$ cat src/rtl/sseg_pkg.sv
// -----------------------------------------------------------------------------
// sseg_pkg
// Shared constants, digit-select encodings and the active-low hex segment table
// for the time-multiplexed 4-digit common-anode 7-segment display blocks.
// Segment bit order everywhere is {g,f,e,d,c,b,a}; a 0 lights a segment.
// -----------------------------------------------------------------------------
package sseg_pkg;

    localparam int         NUM_DIGITS = 4;
    localparam logic [6:0] SEG_BLANK  = 7'b1111111;
    localparam logic [3:0] AN_OFF     = 4'b1111;

    // Digit-select / scan-state encoding. DIG0 is the rightmost digit.
    typedef logic [1:0] dig_sel_t;
    localparam dig_sel_t DIG0 = 2'd0;
    localparam dig_sel_t DIG1 = 2'd1;
    localparam dig_sel_t DIG2 = 2'd2;
    localparam dig_sel_t DIG3 = 2'd3;

    // Active-low hex patterns, entry N is the pattern for nibble N.
    localparam logic [15:0][6:0] HEX_TABLE = {
        7'b0001110,  // F
        7'b0000110,  // E
        7'b0100001,  // d
        7'b1000110,  // C
        7'b0000011,  // b
        7'b0001000,  // A
        7'b0010000,  // 9
        7'b0000000,  // 8
        7'b1111000,  // 7
        7'b0000010,  // 6
        7'b0010010,  // 5
        7'b0011001,  // 4
        7'b0110000,  // 3
        7'b0100100,  // 2
        7'b1111001,  // 1
        7'b1000000   // 0
    };

    // One-cold anode code for a selected digit.
    function automatic logic [3:0] anode_code(input dig_sel_t sel);
        logic [3:0] code;
        case (sel)
            DIG0:    code = 4'b1110;
            DIG1:    code = 4'b1101;
            DIG2:    code = 4'b1011;
            default: code = 4'b0111;
        endcase
        return code;
    endfunction

endpackage

$ cat src/rtl/sseg_hex_to_sseg.sv
// -----------------------------------------------------------------------------
// hex_to_sseg
// Purely combinational nibble to active-low 7-segment pattern decoder.
//   nibble : 4-bit hex digit in
//   seg_n  : 7-bit pattern out, {g,f,e,d,c,b,a}, 0 = segment lit
// -----------------------------------------------------------------------------
module hex_to_sseg
    import sseg_pkg::*;
(
    input  logic [3:0] nibble,
    output logic [6:0] seg_n
);

    assign seg_n = HEX_TABLE[nibble];

endmodule

$ cat src/rtl/sseg_display_ctrl.sv
// -----------------------------------------------------------------------------
// sseg_display_ctrl
// Shows a 16-bit value as four hex digits on a common-anode, time-multiplexed
// 7-segment display. A prescaler produces one tick every REFRESH_DIV clocks;
// each tick advances the digit-scan state DIG0->DIG1->DIG2->DIG3->DIG0. The
// displayed value is captured into a snapshot only at the DIG3->DIG0 frame
// boundary so a frame never mixes digits from two different values.
// Anode and segment outputs are registered and follow the scan state by 1 clk.
//
// Ports:
//   clk         : system clock, posedge
//   rst         : synchronous active-high reset, highest priority
//   value       : value to display, sampled at frame boundaries only
//   an          : active-low digit enables, an[0] = rightmost digit
//   seg         : active-low segments {g,f,e,d,c,b,a}
//   dp          : active-low decimal point, held 1 (off)
//   frame_start : one-cycle pulse when digit 0 is re-selected / snapshot reloads
//   dbg_state   : current scan state (observation only)
//
// Build option: define SSEG_LEADING_ZERO_BLANK_EN to blank leading zero digits
// 3..1 (digit 0 always lit). Undefined, all four digits are always lit.
// -----------------------------------------------------------------------------
module sseg_display_ctrl
    import sseg_pkg::*;
#(
    parameter int REFRESH_DIV = 50000,
    parameter int CNT_W       = 24
) (
    input  logic        clk,
    input  logic        rst,
    input  logic [15:0] value,
    output logic [3:0]  an,
    output logic [6:0]  seg,
    output logic        dp,
    output logic        frame_start,
    output dig_sel_t    dbg_state
);

    localparam logic [CNT_W-1:0] PRESC_LAST = CNT_W'(REFRESH_DIV - 1);

    logic [CNT_W-1:0] presc_q, presc_d;
    dig_sel_t         sel_q, sel_d;
    logic [15:0]      snap_q, snap_d;
    logic             fs_q, fs_d;
    logic [3:0]       an_q, an_d;
    logic [6:0]       seg_q, seg_d;

    logic             tick;
    logic             boundary;
    logic             blank;
    logic [3:0]       cur_nibble;
    logic [6:0]       cur_pat;

    hex_to_sseg u_hex (
        .nibble (cur_nibble),
        .seg_n  (cur_pat)
    );

    always_comb begin
        tick     = (presc_q == PRESC_LAST);
        presc_d  = tick ? '0 : presc_q + CNT_W'(1);

        // 2-bit state wraps DIG3 -> DIG0 naturally.
        sel_d    = tick ? sel_q + 2'd1 : sel_q;

        // Frame boundary: leaving DIG3. Snapshot and pulse share this edge.
        boundary = tick && (sel_q == DIG3);
        snap_d   = boundary ? value : snap_q;
        fs_d     = boundary;

        case (sel_q)
            DIG0:    cur_nibble = snap_q[3:0];
            DIG1:    cur_nibble = snap_q[7:4];
            DIG2:    cur_nibble = snap_q[11:8];
            default: cur_nibble = snap_q[15:12];
        endcase

`ifdef SSEG_LEADING_ZERO_BLANK_EN
        // A digit is a leading zero when it and every higher digit are zero.
        case (sel_q)
            DIG1:    blank = (snap_q[15:4]  == 12'h000);
            DIG2:    blank = (snap_q[15:8]  == 8'h00);
            DIG3:    blank = (snap_q[15:12] == 4'h0);
            default: blank = 1'b0;
        endcase
`else
        blank = 1'b0;
`endif

        an_d  = blank ? AN_OFF    : anode_code(sel_q);
        seg_d = blank ? SEG_BLANK : cur_pat;
    end

    always_ff @(posedge clk) begin
        if (rst) begin
            presc_q <= '0;
            sel_q   <= DIG0;
            snap_q  <= 16'h0000;
            fs_q    <= 1'b0;
            an_q    <= AN_OFF;
            seg_q   <= SEG_BLANK;
        end else begin
            presc_q <= presc_d;
            sel_q   <= sel_d;
            snap_q  <= snap_d;
            fs_q    <= fs_d;
            an_q    <= an_d;
            seg_q   <= seg_d;
        end
    end

    assign an          = an_q;
    assign seg         = seg_q;
    assign dp          = 1'b1;
    assign frame_start = fs_q;
    assign dbg_state   = sel_q;

endmodule

$ cat config.mk
export PLATFORM = sky130hd
export DESIGN_NAME = sseg_display_ctrl
export DESIGN_NICKNAME = d
export VERILOG_FILES = /design/src/rtl/sseg_pkg.sv /design/src/rtl/sseg_hex_to_sseg.sv /design/src/rtl/sseg_display_ctrl.sv
export SDC_FILE = /design/constraint.sdc
export NUM_CORES = 1
export LEC_CHECK = 0
export ABC_AREA = 0
export ABC_CLOCK_PERIOD_IN_PS = 6500
export CORE_ASPECT_RATIO = 0.9
export CORE_UTILIZATION = 25
export DETAILED_ROUTE_END_ITERATION = 10
export SLEW_MARGIN = 30
export SYNTH_ARGS = -nofsm -noshare
export SYNTH_HDL_FRONTEND = slang
export SYNTH_SLANG_ARGS = --single-unit
$ cat constraint.sdc
create_clock -name clk -period 6.5 [get_ports clk]
set_input_delay 1.95 -clock clk [delete_from_list [all_inputs] [get_ports clk]]
set_output_delay 1.95 -clock clk [all_outputs]
set_load 0.01 [all_outputs]
# Yosys cells after proc, flatten, opt, wreduce, memory -nomap -nowiden
# Memories as Yosys holds them, arrays and structs flattened. A register that Yosys moved wholly into a read port is not among the register bits.
# Cells that the tools add are included.
[classes]
n_addsub = 2
eq_ne = 4
mux = 2
n_reduce_logical = 3
[op_table]
columns = ["operator", "n"]
rows = [
  ["24-bit by 1-bit adder with 24-bit output (second input constant)", 1],
  ["24-bit by 16-bit == test with 1-bit output (second input constant)", 1],
  ["4-bit one-hot mux with 3 select lines", 2],
  ["2-bit == test (second input constant)", 2],
  ["2-bit by 1-bit adder with 2-bit output (second input constant)", 1],
  ["2-bit by 1-bit == test with 1-bit output (second input constant)", 1],
  ["2-bit zero test", 1],
  ["2-bit OR reduction", 1],
  ["1-bit logical AND", 1],
]
[totals]
ff_bits = 47
mem_bits_ro = 112
in_bits = 18
out_inout_bits = 15
elab_cells = 17
n_memories = 1
[mem_list]
columns = ["name", "words", "word_bits", "rd", "rd_clocked_by_memory_dff", "wr", "line", "source"]
rows = [
  ["(name not given)", 16, 7, 1, 1, 0, "sseg_hex_to_sseg.sv:14", "assign seg_n = HEX_TABLE[nibble];"],
]

# Logic depth before layout (Yosys ltp)
[logic_depth]
depth_word = 2
ltp_mapped = 9
ltp_nobuf = 9

# Hierarchy
# From an unflattened synthesis, not the netlist that was laid out.
[hier_totals]
hier_cells = 298
area_unflattened_um2 = 2636.3
[modules_own_cells]
columns = ["module", "instances", "cells_each", "area_per_inst_um2", "seq_area_each_um2"]
rows = [
  ["sseg_display_ctrl", 1, 266, 2361.0, 1081.0],
  ["hex_to_sseg", 1, 32, 275.3, 0.0],
]

# Least setup slack after synthesis
# OpenSTA, ideal clock, no wires.
[synth_path]
kind = "input -> register"
from = "in rst"
to = "reg seg_q[0], in the netlist seg[0]"
setup_ps = 122
t_arrival_ps = 2646
required_time_ps = 6378
path_slack_ps = 3732
cell_stages = 3
n_path_buf = 1
cell_sequence = "buf_6 -> or4_1 -> o311a_1"
[synth_lines]
columns = ["element", "line", "source"]
rows = [
  ["start: declaration", "sseg_display_ctrl.sv:30", "input logic rst,"],
  ["end: declaration", "sseg_display_ctrl.sv:46", "logic [6:0] seg_q, seg_d;"],
]

# Worst setup path after layout
[layout_path]
from = "reg sel_q[1], in the netlist dbg_state[1]"
to = "out dbg_state[1]"
[layout_lines]
columns = ["element", "line", "source"]
rows = [
  ["start: declaration", "sseg_display_ctrl.sv:42", "dig_sel_t sel_q, sel_d;"],
  ["start signal: assignment", "sseg_display_ctrl.sv:104", "sel_q <= sel_d;"],
  ["end: declaration", "sseg_display_ctrl.sv:36", "output dig_sel_t dbg_state"],
]
# No word-level cell between the ends.

==> results by group <==
Outcome
  – Outcome: finished, final reports clean

Synth
  – Cell Area, Synth: about 2600 um2
  – Main combinational cell family by area after synthesis: simple AND/OR/NAND/NOR gates
  – Post-Syn Instances: ~290
  – Number of synthesized flops with an enable pin: 0
  – Synth Area in XOR/XNOR: under 10%
  – Post-Synth Simple-Gate Area: 20.8%
  – Syn Area/Cell: just under 9 um2
  – Yosys reg bits: 54
  – Synth warn: 0
  – Yosys top cell area share: a little over two fifths
  – Synthesized net count: between 300 and 400
  – Largest cells by area after synthesis: dfxtp_1 (42%), ha_1 (5.9%), a21oi_1 (5.5%)
  – Synth cell types: 38
  – Seq/Total Area, Yosys: between 40% and 50%
  – Post-synth top area cell: dfxtp_1
  – Post-Synth Adder-Cell Area: 5.85%
  – Multiplexer area fraction after synthesis: 4.53%
  – Synth Area in Compound Gates: ~16%
  – Main flop type after synthesis: dfxtp_1
  – Ys async rst share: 0%

Floorplan
  – Die height: roughly 98 um
  – # rows: 34
  – Die Width: approximately 110 um
  – Die area: between 10000 and 15000 um2
  – IO Pins: 33
  – Initial Utilization: between 20% and 30%
  – Core area: 9830 um2

STA
  – Setup_tns: 0 ps
  – Actual slew at the worst max-slew pin: 924 ps
  – Fin crit share: between 50 and 60%
  – Final setup viols: 0
  – Slew Viols, Final: 0
  – RSZ-0062 raised after global routing: no
  – Worst rel slew slack: ~37%
  – Final Hold Viols: 0
  – Period minus WS final: between 3000 and 4000 ps
  – Fmax: 0.306 GHz
  – Clock Skew: between 9 and 10 ps

Setup path
  – R2r startpoint: dbg_state[0]
  – CP required: 4550 ps
  – R2R Setup Slk: 4060 ps
  – Crit-path max cell delay: ~600 ps
  – Worst Reg-to-Reg Cells: 6
  – WP buf/inv: 1
  – CP max FO: 6
  – CP Capture Point: dbg_state[1]
  – R2R Path End: seg[0]
  – Crit. path cell count: 1
  – CP max-delay cell: clkdlybuf4s50_1
  – Crit path launch type: register
  – Crit path kind: reg2out
  – CP Capture Type: output pin
  – Worst Setup SP: dbg_state[1]
  – Worst path cell trace: clkdlybuf4s50_1
  – Crit path arrival time: 1320 ps
  – Crit-path leading delay family: buffers and inverters

GRT
  – Vias in the first global route: ~1900
  – Initial antenna violation count: 0
  – First-pass GRT wire length: around 9100 um
  – GRT overflow: 0
  – Total track usage: a little over a tenth
  – Largest net degree at the start of global routing: 35

Place
  – Placed Cells: 430
  – Count of buffers from port buffering: 31
  – Gpl congestion: between 0.7 and 0.8
  – Detailed placer's ending HPWL: 3810 um

Route
  – Uppermost layer routed: met4
  – WL/cell: about 13 um
  – TritonRoute pass-1 iters: 4
  – DR vias/cell: 4.86
  – Initial DRC Count: roughly 110
  – Post-DRT Antenna Nets: 0
  – Metal3 WL: 249 um
  – Wire length on met1: between 2000 and 3000 um
  – DRC viols: 0
  – Routed WL: about 5600 um
  – Via count: between 2000 and 2500
  – WL met2: approximately 2500 um

Layout
  – Nets: 341
  – Synth-to-Final Area Change: 21.2%
  – Filler Cell Count: 1030
  – Finished Core Util: a little under a third
  – Layout cells sized above 1: between 6 and 7%
  – Fin cells: roughly 440
  – Ant diodes: 0

Clocking
  – Number of CTS-inserted buffers: 5
  – Clock slew at reported path FFs: 70 ps
  – Setup Fix Bufs, Post-CTS: 0
  – Clock buffer depth: 2
  – CTS Hold Buffers Added: 0
  – PostCTS Resize Cnt: 0
  – Clk root buf: clkbuf_16
  – CTS H-tree lvls: 2
  – Worst-Skew Late Latency: 290 ps
  – Clk sinks: 54
  – CTS tree: yes

Flow run
  – Max_cap viols: 0

Power and ir drop
  – Clk pwr share: between 40% and 50%
  – Gate power share: under 10%
  – Switch share: between 20 and 25%
  – Int Power: around 530 uW
  – Sequential power share: 50.2%
  – Worst vdd ir: between 0.1 and 0.15 mV
  – Leakage: just over 0.001 uW
  – Psw: approximately 140 uW
  – Pwr dens: around 220 nW/um2

Worst hold path
  – Min-delay worst type: reg2reg
  – Critical hold path startpoint: presc_q[0]
## metal layers
layer	vias to the layer above	GRT usage, %
met3	5	2.60
li1	1091	-
met2	39	17.1
met4	0	2.81
met1	995	14.5
met5	-	0
## placed cells by master (no fill, tap or decap), types with 2 or more instances in the layout
master and instances:
o21ai_0 28, and3_1 2, dfxtp_1 54, ha_1 12
a222oi_1 4, xnor2_1 11, nand4_1 19, or3_2 3
a31oi_1 4, mux2i_1 6, nor2_1 19, or3_1 4
nor3_1 6, mux2_2 5, nand3_1 11, and2_1 2
clkdlybuf4s50_1 31, nand2b_1 4, or4_1 5, xor2_1 2
clkbuf_16 5, nand4_2 2, a21oi_1 28, and4_1 2
inv_1 16, nor4_1 5, nand2_1 8, o31ai_1 3
## Yosys cell counts, types with 4 or more instances
cell type / n
a21oi_1: 28
a222oi_1: 4
a31oi_1: 4
clkbuf_1: 13
dfxtp_1: 54
ha_1: 12
inv_1: 16
mux2_2: 5
mux2i_1: 6
nand2_1: 8
nand2b_1: 4
nand3_1: 11
nand4_1: 19
nor2_1: 19
nor3_1: 6
nor4_1: 5
o21ai_0: 28
or3_1: 4
or4_1: 5
xnor2_1: 11
## cell type report
| class | count | area, um2 | share of cell area (%) |
|---|---|---|---|
| clock buffer | 5 | 125 | 4.02 |
| clock inverter | 3 | 47.5 | 1.53 |
| inverter | 16 | 60.1 | 1.93 |
| multi-input combinational | 202 | 1320 | 42.5 |
| sequential | 54 | 1080 | 34.8 |
| tap | 126 | 158 | 5.07 |
| timing repair buffer | 32 | 318 | 10.2 |
## worst min-delay path by stage
stage / endpoint / slack [ps] / cells past startpoint
final: presc_q[0] / 470 / 1
after global routing: snap_q[15] / 500 / 2
after CTS: snap_q[3] / 480 / 2
after detailed placement: presc_q[0] / 460 / 1
after global placement: presc_q[0] / 450 / 1
after floorplan: presc_q[0] / 440 / 1
## metrics by stage
stage,cell area [um2],power [uW],hold WS [ps],setup WS (ps)
finish,3110,671,474,3230
global route,3110,696,497,3180
CTS,3110,679,477,3210
detailed placement,2940,373,461,3080
global placement,2940,372,449,3100
floorplan,2570,356,440,3730
## kinds of logic (layout without fill, tap and decap cells)
| logic type | Yosys count | count (layout) |
|---|---|---|
| AOI/OAI and AO/OA | 71 | 71 |
| xor gates and xnor gates | 13 | 13 |
| adders and majority gates | 12 | 12 |
| buffers and inverters | 35 | 56 |
| DFF | 54 | 54 |
| muxes | 11 | 11 |
| other | 1 | 1 |
| and+or+nand+nor | 94 | 94 |
## registers in the layout (all words and copies together) (netlist names)
name	count
seg	7
presc_q	24
dbg_state	2
snap_q	16
an	4
frame_start	1
## power groups by stage
stage / clock (uW) / sequential [uW] / combinational, uW
2_1_floorplan: 0 / 346 / 10.6
3_3_place_gp: 0 / 344 / 27.9
3_5_place_dp: 0 / 345 / 28.3
4_1_cts: 314 / 337 / 28.6
5_1_grt: 328 / 337 / 30.7
6_report: 307 / 337 / 28.1
(Power assumes the default switching activity.)
